--- config.mk ---
export PLATFORM = sky130hd
export DESIGN_NAME = serial_adder_seq
export DESIGN_NICKNAME = d
export VERILOG_FILES = /design/src/rtl/serial_adder_seq.sv
export SDC_FILE = /design/constraint.sdc
export NUM_CORES = 1
export LEC_CHECK = 0
export ABC_AREA = 1
export CAP_MARGIN = 10
export CORE_MARGIN = 1.5
export CORE_UTILIZATION = 40
export DETAILED_ROUTE_END_ITERATION = 16
export PLACE_DENSITY = 0.73
export SLEW_MARGIN = 20
export SYNTH_ARGS = -nofsm -noshare
export SYNTH_HDL_FRONTEND = slang
export SYNTH_SLANG_ARGS = --single-unit
--- constraint.sdc ---
create_clock -name clk -period 3.4 [get_ports clk]
set_clock_uncertainty 0.1 [all_clocks]
set_input_delay 0.34 -clock clk [delete_from_list [all_inputs] [get_ports clk]]
set_output_delay 0.34 -clock clk [all_outputs]
set_load 0.01 [all_outputs]
--- src/rtl/serial_adder_seq.sv ---
// Bit-serial adder: one full-adder cell reused WIDTH times, LSB first.
// Latency: accept edge t0, RUN on edges t0+1..t0+WIDTH, result valid after t0+WIDTH.
// Backpressure: result held in DONE until out_ready; in_ready is high only in IDLE.
module serial_adder_seq #(
  parameter int WIDTH = 4
) (
  input  logic             clk,
  input  logic             rst,
  input  logic [WIDTH-1:0] a,
  input  logic [WIDTH-1:0] b,
  input  logic             c_in,
  input  logic             in_valid,
  output logic             in_ready,
  output logic [WIDTH-1:0] sum,
  output logic             c_out,
  output logic             out_valid,
  input  logic             out_ready
);

  // Bit counter needs at least one bit so WIDTH=1 still has a terminal compare.
  localparam int CW = (WIDTH > 1) ? $clog2(WIDTH) : 1;
  localparam logic [CW-1:0] LAST = CW'(WIDTH - 1);

  typedef enum logic [1:0] {
    IDLE = 2'd0,
    RUN  = 2'd1,
    DONE = 2'd2
  } state_t;

  state_t           state;
  logic [WIDTH-1:0] a_sh;
  logic [WIDTH-1:0] b_sh;
  logic [WIDTH-1:0] s_sh;
  logic [WIDTH-1:0] s_next;
  logic [WIDTH-1:0] sum_q;
  logic             carry;
  logic             c_out_q;
  logic [CW-1:0]    cnt;
  logic             sum_bit;
  logic             carry_next;

  // The single full-adder cell, fed from the LSBs of the operand shifters.
  assign sum_bit    = a_sh[0] ^ b_sh[0] ^ carry;
  assign carry_next = (a_sh[0] & b_sh[0]) | (a_sh[0] & carry) | (b_sh[0] & carry);

  // Sum shifter enters new bits at the MSB; a one-bit shifter is just the new bit.
  generate
    if (WIDTH == 1) begin : g_w1
      assign s_next = sum_bit;
    end else begin : g_wn
      assign s_next = {sum_bit, s_sh[WIDTH-1:1]};
    end
  endgenerate

  // Handshake flags come straight from the state register, no input feed-through.
  assign in_ready  = (state == IDLE);
  assign out_valid = (state == DONE);
  assign sum       = sum_q;
  assign c_out     = c_out_q;

  // Sequencer: load operands in IDLE, one bit per cycle in RUN, hold result in DONE.
  always_ff @(posedge clk) begin
    if (rst) begin
      state   <= IDLE;
      a_sh    <= '0;
      b_sh    <= '0;
      s_sh    <= '0;
      carry   <= 1'b0;
      cnt     <= '0;
      sum_q   <= '0;
      c_out_q <= 1'b0;
    end else begin
      case (state)
        IDLE: begin
          if (in_valid) begin
            a_sh  <= a;
            b_sh  <= b;
            carry <= c_in;
            cnt   <= '0;
            state <= RUN;
          end
        end
        RUN: begin
          s_sh  <= s_next;
          a_sh  <= a_sh >> 1;
          b_sh  <= b_sh >> 1;
          carry <= carry_next;
          cnt   <= cnt + CW'(1);
          if (cnt == LAST) begin
            sum_q   <= s_next;
            c_out_q <= carry_next;
            state   <= DONE;
          end
        end
        DONE: begin
          if (out_ready) begin
            state <= IDLE;
          end
        end
        default: state <= IDLE;
      endcase
    end
  end

endmodule

==> summary.txt <==
Finish
  – Count of antenna diodes in the layout: 0
  – Filler cell count in the final layout: 255
  – Multi-input gate area in the final layout: 435 sq um
  – Share of post-route cells with drive strength above 1: 5.36%
  – Synth-to-layout area growth: 21.1%
  – Register cell area after layout: 420 sq um
  – Design area: 1220 sq um
  – Net count reported at finish: 184

Logic synthesis
  – Share of the synthesized area in the top cell type: 41.6%
  – Unique masters post-synth: 17
  – Share of synthesized registers carrying an async set or reset: 0%
  – Ys Warns: 0
  – Sequential area share after synthesis: 41.6%
  – Top post-synthesis cells by area: sky130_fd_sc_hd__dfxtp_1 (42%), sky130_fd_sc_hd__nand2_1 (16%), sky130_fd_sc_hd__inv_1 (11%)
  – Post-Synthesis Cells: 149
  – Library cell with the highest instance count after synthesis: sky130_fd_sc_hd__nand2_1
  – Post-synth top flop: sky130_fd_sc_hd__dfxtp_1
  – Net Count, Synth: 164
  – Post-Synthesis Cell Area: 1010 sq um
  – Synth area leader: sky130_fd_sc_hd__dfxtp_1
  – Number of enable-type register cells in the synthesized netlist: 0
  – Cell types with the highest counts after synthesis: sky130_fd_sc_hd__nand2_1 (44), sky130_fd_sc_hd__inv_1 (29), sky130_fd_sc_hd__nor2_1 (23)
  – Average cell area after synthesis: 6.78 sq um
  – Flip-flop and latch count after synthesis: 21

Outcome
  – Result of the run: finished, final reports clean

Setup path
  – Worst reg2reg path depth: 6
  – Launching point of the worst reg2reg path: state[0]$_SDFFE_PP0P_
  – CP Max Fanout: 12
  – Data required, critical path: 2960 ps
  – Slack of the worst reg-to-reg path: 1900 ps
  – FF-to-FF End: sum[1]$_SDFFE_PP0P_
  – Crit Path Class: reg2out
  – Worst setup EP type: output pin
  – Kind of start point of the critical path: flop
  – Data arrival at the endpoint of the critical path: 1610 ps

CTS
  – Clk Latency, worst-skew pair: 300 ps
  – Clock transition at the register clock pins on the worst setup and hold paths after CTS: 110 ps
  – # clock sinks: 21
  – Number of buffers inserted for hold repair after clock tree synthesis: 0
  – Worst-case clock buffer depth: 2
  – Post-CTS setup repair buffer count: 0
  – Maximum level of the CTS H-tree: 1
  – Inserted Clock Buffers: 3
  – TritonCTS clock tree: yes
  – Post-CTS sizing: 0
  – Root cell of the clock tree: sky130_fd_sc_hd__clkbuf_4

Global routing
  – Largest net degree at the start of global routing: 20
  – Antenna violations before repair: 0
  – Aggregate global-route resource usage: 14.8%
  – Global-route wire length before repair: 3130 um
  – Overall overflow remaining after global route: 0
  – Via count of the first global-routing pass: 774

STA
  – Unrepaired setup endpoints after global routing: no
  – Max Clk Rate: 488 MHz
  – Number of hold violations in the final report: 0
  – Sum of negative setup slack: 0 ps
  – Part of the cycle the worst path needs: 60.2%
  – Final critical delay including setup and external delays: 2050 ps
  – Worst Tran Pin Value: 509 ps
  – Pins over their slew limit: 0
  – Setup-violating endpoint count in the final report: 0
  – Worst max-slew margin expressed relative to the limit: 66.0%

Power
  – Total power density per cell area: 382 nW/um^2
  – Highest ir drop seen on vdd: 0.000322 V
  – Leak: 0.576 nW

Routing
  – Number of iterations in the first detailed-routing pass: 4
  – Total Routed Length: 1790 um
  – Final antenna-violating net count: 0
  – Post-DR wirelength/cell: 9.06 um
  – Detailed Route Iter0 Violations: 11
  – Routed vias: 853
  – Vias/cell: 4.31
  – Number of remaining DRC errors: 0

Hold path
  – Worst hold path cell count: 2
  – Worst Hold Endpoint: cnt[1]$_SDFFE_PP0P_
  – Critical hold path startpoint: cnt[1]$_SDFFE_PP0P_
  – Min-delay worst type: reg2reg

Floorplan
  – Placeable core region: 2430 sq um
  – Die Footprint: 2830 sq um
  – Top-level port count: 20
  – Die outline height: 53.2 um
  – Cell row count: 18
  – Initial cell density of the core: 41.5%
  – X dimension of the die: 53.2 um

Run
  – Count of max-cap constraint violations: 0

Placement
  – Routability cong.: 0.773
  – Detailed Place HPWL: 1330 um
  – Number of I/O port buffers: 19
  – Area post-placement: 1200 sq um
power by group:
group          internal, mW  switching (mW)  total [mW]  leakage (nW)
clock                0.0458          0.0743       0.120        0.0150
combinational        0.0358          0.0398      0.0756         0.389
sequential            0.261          0.0108       0.272         0.173
total                 0.343           0.125       0.467         0.576
how the worst max path moves through the flow:
stage	start	to	slack, ps	cells past startpoint
floorplan	a_sh[0]$_SDFFE_PP0P_	s_sh[3]$_SDFFE_PP0P_	2200	3
global placement	state[0]$_SDFFE_PP0P_	out_valid	1710	2
detailed placement	rst	s_sh[3]$_SDFFE_PP0P_	1670	4
CTS	state[0]$_SDFFE_PP0P_	out_valid	1340	2
global route	state[0]$_SDFFE_PP0P_	in_ready	1250	2
finish	state[0]$_SDFFE_PP0P_	out_valid	1350	2
cell type report:
cell class | instances | share of cell area, %
multi-input cells | 94 | 35.6
flip-flops and latches | 21 | 34.4
repair buffers | 19 | 15.6
inverters | 30 | 9.21
well taps | 30 | 3.07
clock buffers | 4 | 2.15
metal layers:
| layer | GRT usage, % | up-vias | wire length (um) |
|---|---|---|---|
| met4 | 3.85 | 0 | 0 |
| met3 | 4.24 | 0 | 65 |
| met2 | 24.5 | 13 | 870 |
| met1 | 18.5 | 363 | 857 |
| li1 | - | 477 | - |
| met5 | 0 | - | 0 |
stage by stage:
stage	power (mW)	worst slack [ps]	instances	hold WS (ps)	util, %
5_1_grt	0.497	1250	198	405	50.3
3_5_place_dp	0.354	1670	194	360	49.2
2_1_floorplan	0.330	2200	149	309	-
6_report	0.467	1350	198	376	50.3
4_1_cts	0.472	1340	198	378	50.3
3_3_place_gp	0.351	1710	194	353	49.2
cells by family after synthesis:
| logic type | after synthesis | synth area share (%) |
|---|---|---|
| flops | 21 | 41.6 |
| simple gates | 73 | 29.4 |
| fa+ha+maj | 2 | 3.22 |
| compound gates | 19 | 10.5 |
| buf+inv | 34 | 15.2 |
layout by cell type (no fill, tap or decap), types with 2 or more instances in the layout:
master and count:
sky130_fd_sc_hd__nand2_1 44, sky130_fd_sc_hd__nor2_1 23, sky130_fd_sc_hd__clkdlybuf4s50_1 19, sky130_fd_sc_hd__o21ai_0 4
sky130_fd_sc_hd__nand2_2 2, sky130_fd_sc_hd__inv_1 29, sky130_fd_sc_hd__dfxtp_1 21, sky130_fd_sc_hd__a21oi_1 13
sky130_fd_sc_hd__clkbuf_4 3, sky130_fd_sc_hd__nand3_1 2
worst max-delay path, cell delays in order, from the launching register on:
cell	delay (ps)
sky130_fd_sc_hd__dfxtp_1	660
sky130_fd_sc_hd__nor2_1	140
sky130_fd_sc_hd__clkdlybuf4s50_1	510
flip-flops by register name, summed over array words and instances, names as in the netlist:
signal and cells:
b_sh 4, cnt 2, c_out 1, s_sh 3, carry 1, state 2
a_sh 4, sum 4
(Power assumes the default switching activity.)
